File: src/rtl/rd_resp_engine.sv
// Burst read-response engine: queues read requests, fetches words from a synchronous SRAM
// and streams them out with a two-entry credit-protected skid buffer.
module rd_resp_engine #(
  parameter int AW           = 32,
  parameter int DW           = 64,
  parameter int MEM_AW       = 16,
  parameter int AQ_DEPTH     = 2,
  parameter int MAX_LEN_LOG2 = 5
) (
  input  logic              clk,
  input  logic              rst_n,
  input  logic [AW-1:0]     araddr_i,
  input  logic              arvalid_i,
  output logic              arready_o,
  input  logic [3:0]        arburst_i,
  output logic [DW-1:0]     rdata_o,
  output logic              rvalid_o,
  input  logic              rready_i,
  output logic              rlast_o,
  output logic              mem_en_o,
  output logic [MEM_AW-1:0] mem_addr_o,
  input  logic [DW-1:0]     mem_rdata_i,
  output logic              busy_o,
  output logic              fsm_state_o
);

  localparam int QAW  = $clog2(AQ_DEPTH);
  localparam int LENW = $clog2(MAX_LEN_LOG2 + 1);
  localparam int BLW  = MAX_LEN_LOG2 + 1;

  typedef enum logic {IDLE, BURST} state_t;

  // Handshakes (both channels): a transfer happens on a rising edge where valid & ready;
  // the producer holds payload stable while valid & ~ready.

  logic              init_q;
  logic [QAW:0]      wr_ptr_q, rd_ptr_q;
  logic [MEM_AW-1:0] q_addr_q [AQ_DEPTH];
  logic [LENW-1:0]   q_len_q  [AQ_DEPTH];
  logic              q_empty, q_full, q_push, q_pop;
  logic [LENW-1:0]   len_in;

  state_t            state_q;
  logic [MEM_AW-1:0] cur_addr_q;
  logic [BLW-1:0]    beats_left_q;
  logic              credit_ok, issue;

  logic              inflight_q, inflight_last_q;
  logic [DW-1:0]     buf_data_q [2];
  logic [1:0]        buf_last_q;
  logic              buf_rd_q, buf_wr_q;
  logic [1:0]        buf_cnt_q;
  logic              beat_hs, buf_push, buf_pop;
  logic              unused_addr_bits;

  assign unused_addr_bits = ^araddr_i[AW-1:MEM_AW];

  // Request queue
  assign q_empty   = (wr_ptr_q == rd_ptr_q);
  assign q_full    = (wr_ptr_q[QAW] != rd_ptr_q[QAW]) &&
                     (wr_ptr_q[QAW-1:0] == rd_ptr_q[QAW-1:0]);
  assign arready_o = init_q & ~q_full;
  assign q_push    = arvalid_i & arready_o;
  assign q_pop     = (state_q == IDLE) & ~q_empty;

  always_comb begin
    len_in = arburst_i[LENW-1:0];
    if (arburst_i > 4'(MAX_LEN_LOG2)) len_in = LENW'(MAX_LEN_LOG2);
  end

  always_ff @(posedge clk) begin
    if (!rst_n) begin
      init_q   <= 1'b0;
      wr_ptr_q <= '0;
      rd_ptr_q <= '0;
    end else begin
      init_q <= 1'b1;
      if (q_push) wr_ptr_q <= wr_ptr_q + 1'b1;
      if (q_pop)  rd_ptr_q <= rd_ptr_q + 1'b1;
    end
  end

  always_ff @(posedge clk) begin
    if (q_push) begin
      q_addr_q[wr_ptr_q[QAW-1:0]] <= araddr_i[MEM_AW-1:0];
      q_len_q[wr_ptr_q[QAW-1:0]]  <= len_in;
    end
  end

  // Reads are issued only while buffered + in-flight beats leave a free buffer slot.
  assign credit_ok = ({1'b0, buf_cnt_q} + {2'b00, inflight_q}) < 3'd2;
  assign issue     = (state_q == BURST) & credit_ok;

  always_ff @(posedge clk) begin
    if (!rst_n) begin
      state_q      <= IDLE;
      cur_addr_q   <= '0;
      beats_left_q <= '0;
    end else begin
      case (state_q)
        IDLE: begin
          if (!q_empty) begin
            cur_addr_q   <= q_addr_q[rd_ptr_q[QAW-1:0]];
            beats_left_q <= BLW'(1) << q_len_q[rd_ptr_q[QAW-1:0]];
            state_q      <= BURST;
          end
        end
        BURST: begin
          if (issue) begin
            cur_addr_q   <= cur_addr_q + 1'b1;
            beats_left_q <= beats_left_q - 1'b1;
            if (beats_left_q == BLW'(1)) state_q <= IDLE;
          end
        end
        default: state_q <= IDLE;
      endcase
    end
  end

  assign mem_en_o    = issue;
  assign mem_addr_o  = cur_addr_q;
  assign fsm_state_o = (state_q == BURST);

  // Output: buffered beats are older than the in-flight read, which bypasses when the buffer is empty.
  assign rvalid_o = (buf_cnt_q != 2'd0) | inflight_q;
  assign rdata_o  = (buf_cnt_q != 2'd0) ? buf_data_q[buf_rd_q] : mem_rdata_i;
  assign rlast_o  = rvalid_o & ((buf_cnt_q != 2'd0) ? buf_last_q[buf_rd_q] : inflight_last_q);
  assign beat_hs  = rvalid_o & rready_i;
  assign buf_pop  = beat_hs & (buf_cnt_q != 2'd0);
  assign buf_push = inflight_q & ~(beat_hs & (buf_cnt_q == 2'd0));

  always_ff @(posedge clk) begin
    if (!rst_n) begin
      inflight_q      <= 1'b0;
      inflight_last_q <= 1'b0;
      buf_last_q      <= '0;
      buf_rd_q        <= 1'b0;
      buf_wr_q        <= 1'b0;
      buf_cnt_q       <= '0;
    end else begin
      inflight_q      <= issue;
      inflight_last_q <= (beats_left_q == BLW'(1));
      if (buf_push) begin
        buf_last_q[buf_wr_q] <= inflight_last_q;
        buf_wr_q             <= ~buf_wr_q;
      end
      if (buf_pop) buf_rd_q <= ~buf_rd_q;
      buf_cnt_q <= buf_cnt_q + 2'(buf_push) - 2'(buf_pop);
    end
  end

  always_ff @(posedge clk) begin
    if (buf_push) buf_data_q[buf_wr_q] <= mem_rdata_i;
  end

  assign busy_o = ~q_empty | (state_q == BURST) | (buf_cnt_q != 2'd0) | inflight_q;

endmodule

File: config.mk
export PLATFORM = sky130hd
export DESIGN_NAME = rd_resp_engine
export DESIGN_NICKNAME = d
export VERILOG_FILES = /design/src/rtl/rd_resp_engine.sv
export SDC_FILE = /design/constraint.sdc
export NUM_CORES = 1
export LEC_CHECK = 0
export BUFFER_PORTS_ARGS = -buffer_cell sky130_fd_sc_hd__buf_2
export CORE_MARGIN = 2
export CORE_UTILIZATION = 47
export DETAILED_ROUTE_END_ITERATION = 10
export PLACE_DENSITY = 0.68
export SLEW_MARGIN = 20
export SYNTH_ARGS = -nofsm -noshare
export SYNTH_HDL_FRONTEND = slang
export SYNTH_SLANG_ARGS = --single-unit
File: constraint.sdc
create_clock -name clk -period 11.43 [get_ports clk]
set_input_delay 1.7145 -clock clk [delete_from_list [all_inputs] [get_ports clk]]
set_output_delay 1.7145 -clock clk [all_outputs]
set_load 0.005 [all_outputs]
==> impl_metrics.json, run 1 <==
{
  "setup_violations": 0,
  "drt_first_pass_iters": 6,
  "overflow": 0,
  "synth-edff-count": 166,
  "initial_core_util_pct": 48.3,
  "core_um2": 18100,
  "final_cell_mix": "173 x buf_2, 166 x edfxtp_1, 84 x nand2_1",
  "synth_cell_types": 73,
  "antenna_found_initial": 0,
  "wl_per_cell_um": 17.2,
  "die_area_um2": 19700,
  "cts_resized": 0,
  "n_fill_cell": 1462,
  "synth_top_family_by_area": "compound AO/OA/AOI/OAI gates",
  "post-route-min-period_ns": 4.14,
  "ys.warnings.count": 0,
  "synth_ff_type": "edfxtp_1",
  "grt_max_degree": 135,
  "slew_viol_final": 0,
  "vias_per_cell": 5.55,
  "total_power_w": 0.00248,
  "syn2layout_area_growth_pct": 19.7,
  "fin_util_pct": 57.8,
  "vias": 6039,
  "ant_nets": 0,
  "yosysTopAreaCell": "edfxtp_1",
  "finalSetupTns_ns": 0,
  "syn-num-nets": 787,
  "async_reset_ff_share_pct": 0,
  "drive_above_1_share_pct": 26.5,
  "pwr-share-comb_pct": 34.8,
  "worst_skew_pair.late_latency_ns": 0.50,
  "final_common_cell": "buf_2",
  "switchingPower_w": 0.000868,
  "design_area_um2": 10400,
  "nNetsFinal": 953,
  "required_ns": 9.72,
  "fin_cells": 1089,
  "die_w_um": 140,
  "hold_path_class": "flop to flop",
  "place_area_um2": 9780,
  "post_cts_buffers": 0,
  "cts_hold_buf": 0,
  "synth-simple-area-share_pct": 9.76,
  "cp.arrival_ns": 2.43,
  "n_antenna_cell": 0,
  "period_share_pct": 36.2,
  "final.setup_skew_ns": 0.0196,
  "max_cap_violations": 0,
  "synth_xor_area_share_pct": 1.10,
  "ys_seq_area_share_pct": 65.8,
  "cts_sinks": 204,
  "worstSetupStartpointType": "flop",
  "fmax_mhz": 241,
  "outcome": "finished, final reports clean",
  "p_int_w": 0.00161,
  "num_rows": 49,
  "dp.cells": 1048,
  "grt_pass1_wl_um": 29800,
  "synth_compound_area_share_pct": 10.3,
  "dr.first_iter.drc_count": 541,
  "muxShareOfSynthArea_pct": 9.69,
  "power.sequential.fraction_pct": 39.8,
  "cts_tree": "done",
  "synth_area_leaders": "edfxtp_1 57%, mux2i_1 9.2%, dfxtp_1 8.7%",
  "gp_congestion": 0.853,
  "clk_path_buf_depth": 3,
  "power_density_nw_per_um2": 238,
  "syn_avg_cell_area_um2": 12.9,
  "track_usage_pct": 18.6,
  "cp-end-kind": "output port",
  "criticalPathCategory": "flop to output port",
  "sw_frac_of_total_pct": 35.0,
  "clkPwrFrac_pct": 25.3,
  "syn-cell-area_um2": 8730,
  "drcViolationCount": 0,
  "place_hpwl_um": 12100,
  "clk_pin_slew_ns": 0.06,
  "cts-buffers-inserted": 22,
  "rsz0062_at_grt": "no",
  "h-tree-depth": 1,
  "slew_headroom_pct": 34.4,
  "yosysTopAreaCellShare_pct": 57.1,
  "die_h_um": 140,
  "crit_fanout": 134,
  "pin_count": 190,
  "root_buffer": "clkbuf_16",
  "first_global_vias": 5851,
  "synth_cells": 678,
  "synthAdderAreaFrac_pct": 0.717,
  "drt-total-wl_um": 18800,
  "irDropWorstVdd_uv": 164,
  "hold_viol": 0,
  "port_buffers": 173,
  "p_leak_nw": 3.85,
  "synth-seq-cells": 204,
  "worst_pin_slew_ns": 0.984
}
## final cells by class
type	instances	area, um2	area share [%]
repair buffers	180	942	9.02
well taps	229	287	2.74
clock buffers	32	588	5.63
flip-flops and latches	204	5750	55.0
multi-input cells	421	2770	26.6
inverters	15	56.3	0.539
clock inverters	8	48.8	0.467
## power groups by stage
stage | Combinational, W | Clock [W] | Sequential [W]
final | 0.000865 | 0.000629 | 0.000989
after global routing | 0.000962 | 0.000675 | 0.00100
after CTS | 0.000845 | 0.000648 | 0.00101
after detailed placement | 0.000842 | 0 | 0.00103
after global placement | 0.000820 | 0 | 0.00102
after floorplan | 0.000561 | 0 | 0.000971
## critical path, cell delays in order, from the launching register on
cell,delay (ns)
dfxtp_1,0.36
nor2_4,0.10
buf_6,0.63
nand2_1,0.15
or4_1,0.50
buf_2,0.17
## sequential cells by signal (all words and copies together) (netlist names), named ones only
name	count
buf_wr_q	1
buf_rd_q	1
inflight_last_q	1
fsm_state_o	1
inflight_q	1
q_addr_q	32
beats_left_q	6
buf_last_q	2
rd_ptr_q	2
init_q	1
wr_ptr_q	2
buf_cnt_q	2
q_len_q	6
mem_addr_o	16
buf_data_q	128
## per-stage QoR
step                hold slack [ns]  setup slack, ns
floorplan                     0.440             4.35
global placement              0.461             7.53
detailed placement            0.486             7.50
CTS                           0.494             6.97
global route                  0.503             7.06
finish                        0.494             7.29
## path summary, 6_finish.rpt
kind,startpoint,endpoint,slack (ns),depth (start not counted)
worst max register to register,buf_cnt_q[1],buf_data_q[1][62],8.62,5
worst max-delay path,buf_cnt_q[1],busy_o,7.29,5
worst min-delay path,buf_last_q[0],buf_last_q[0],0.49,2
worst min register to register,buf_last_q[0],buf_last_q[0],0.49,2
## kinds of logic after synthesis
group	Yosys count
DFF	204
and+or+nand+nor	176
AOI/OAI and AO/OA	145
muxes	84
buffers and inverters	53
xor gates and xnor gates	11
adders and majority gates	5
## per-layer routing
metal	track usage [%]	vias up	routed length (um)	share of wire [%]
li1	-	2887	-	-
met1	24.7	2870	7820	42
met2	31.1	245	9180	49
met3	3.56	37	1330	7.1
met4	5.95	0	447	2.4
met5	0	-	0	0
## Yosys cell counts, drive strengths merged, types with 5 or more instances
master and n:
edfxtp 166, nand2 84, mux2i 80, o21ai 77, dfxtp 38, nor2 25, buf 19, clkbuf 19
nand3 18, inv 14, a21oi 12, o22ai 12, nor4 8, nor3 7, xnor2 7, a22oi 5
and2 5, ha 5, nand2b 5
(Power assumes the default switching activity.)
==> run 2, diff against run 1 <==
PLACE_DENSITY = 0.7   (was 0.68)
clock period = 3.7 ns   (was 11.43 ns; I/O delays follow)
==> run 2 against run 1 <==
- hold slack lost 0.24 ns
- final cell count grew 0.18%
- critical path depth is 1 lower
- sequential share of layout area fell by 0.26 points
- final area grew 0.48%
- clock skew down 0.012 ns
- combinational power rose to 3.1 times the previous value
- clock-buffer cell count unchanged
- sequential cell count unchanged
- via count down 2.1%
- largest cell class unchanged
- largest power group unchanged
==> impl_metrics.json, run 2 (same netlist as run 1, synthesis figures left out) <==
{
  "antenna_found_initial": 0,
  "h-tree-depth": 1,
  "worstSetupStartpointType": "flop",
  "first_global_vias": 5610,
  "overflow": 0,
  "cp.arrival_ns": 2.06,
  "power_density_nw_per_um2": 732,
  "dp.cells": 1053,
  "power.sequential.fraction_pct": 40.1,
  "timing.hold.ws_ns": 0.250,
  "cp-end-kind": "output port",
  "clk_pin_slew_ns": 0.06,
  "wl_per_cell_um": 16.5,
  "die_area_um2": 19700,
  "worst_skew_pair.late_latency_ns": 0.49,
  "cts_resized": 0,
  "top_layer_used": "met4",
  "wl_met2_um": 8630,
  "setup_violations": 0,
  "gp_congestion": 0.829,
  "hold_viol": 0,
  "criticalPathCategory": "flop to output port",
  "clk_path_buf_depth": 3,
  "pwr-share-comb_pct": 34.5,
  "cts_sinks": 204,
  "port_buffers": 173,
  "sw_frac_of_total_pct": 34.6,
  "irDropWorstVdd_uv": 510,
  "drt-total-wl_um": 18000,
  "root_buffer": "clkbuf_16",
  "slew_viol_final": 0,
  "p_int_w": 0.00503,
  "fmax_mhz": 382,
  "post-route-min-period_ns": 2.61,
  "grt_pass1_wl_um": 28400,
  "crit_fanout": 34,
  "vias_per_cell": 5.42,
  "place_hpwl_um": 11600,
  "drcViolationCount": 0,
  "switchingPower_w": 0.00265,
  "finalSetupTns_ns": 0,
  "cts-buffers-inserted": 21,
  "cts_hold_buf": 0,
  "final.setup_skew_ns": 0.00800,
  "vias": 5911,
  "clkPwrFrac_pct": 25.5,
  "grt_max_degree": 73,
  "pin_count": 190,
  "regMostFlops": "buf_data_q",
  "setup_ws_ns": 1.09,
  "max_cap_violations": 0,
  "ant_nets": 0,
  "worst_pin_slew_ns": 1.05,
  "largest_reg_flops": 128,
  "n_antenna_cell": 0,
  "core_um2": 18100,
  "period_share_pct": 70.7,
  "outcome": "finished, final reports clean",
  "required_ns": 3.14,
  "p_leak_nw": 3.88,
  "drt-met1-wl_um": 7990,
  "final_common_cell": "buf_2",
  "nNetsFinal": 956,
  "rsz0062_at_grt": "no",
  "num_rows": 49,
  "drt_first_pass_iters": 4,
  "drive_above_1_share_pct": 27.1,
  "slew_headroom_pct": 30.3,
  "post_cts_buffers": 0,
  "dr.first_iter.drc_count": 422,
  "die_h_um": 140,
  "cts_tree": "done",
  "met3WireLength_um": 1070,
  "fin_cells": 1091,
  "syn2layout_area_growth_pct": 20.3,
  "final_cell_mix": "173 x buf_2, 166 x edfxtp_1, 84 x nand2_1",
  "initial_core_util_pct": 48.3,
  "place_ws_ns": 1.39,
  "track_usage_pct": 17.7,
  "hold_path_class": "primary input to flop",
  "die_w_um": 140
}
-- run 2: cell count changes in the layout (fill, tap and decap cells not counted), sizes merged --
| cell | delta |
|---|---|
| clkinv | -3 |
| buf | +4 |
| inv | +1 |
-- run 2: metrics by stage --
stage / total power [W] / area, um2 / util [%]
2_1_floorplan: 0.00473 / 8740 / -
3_3_place_gp: 0.00575 / 9850 / 54.5
3_5_place_dp: 0.00579 / 9850 / 54.5
4_1_cts: 0.00775 / 10500 / 58.0
5_1_grt: 0.00817 / 10500 / 58.0
6_report: 0.00768 / 10500 / 58.0
-- run 2: path summary, 6_finish.rpt --
| path | startpoint | to | slack, ns | cells after the start |
|---|---|---|---|---|
| setup reg to reg | buf_cnt_q[1] | buf_data_q[1][34] | 1.58 | 4 |
| setup / recovery | flop | rdata_o[54] | 1.09 | 4 |
| hold / removal | araddr_i[6] | q_addr_q[0][6] | 0.25 | 1 |
| hold reg to reg | beats_left_q[4] | beats_left_q[4] | 0.49 | 2 |
-- run 2: critical path: stages (launching register included) --
cell     delay, ns
dfxtp_4       0.75
buf_12        0.31
mux2i_1       0.22
o21ai_0       0.10
buf_2         0.16
-- run 2: layout make-up --
class	count	area [um2]
clock buffer	32	607
tap	229	287
clock inverter	6	36.3
sequential	204	5750
timing repair buffer	184	986
inverter	15	56.3
multi-input combinational	421	2770
fill	1476	7590
-- run 2: power groups by stage --
stage          clock network, W  registers, W  logic (W)
2_1_floorplan                 0       0.00299    0.00174
3_3_place_gp                  0       0.00312    0.00263
3_5_place_dp                  0       0.00312    0.00267
4_1_cts                 0.00200       0.00308    0.00267
5_1_grt                 0.00209       0.00311    0.00297
6_report                0.00196       0.00308    0.00265
-- run 2: per-layer routing --
metal  track usage (%)  vias to the layer above
met1              24.1                     2808
met5                 0                        -
li1                  -                     2892
met3              2.74                       27
met2              30.3                      184
met4              4.31                        0
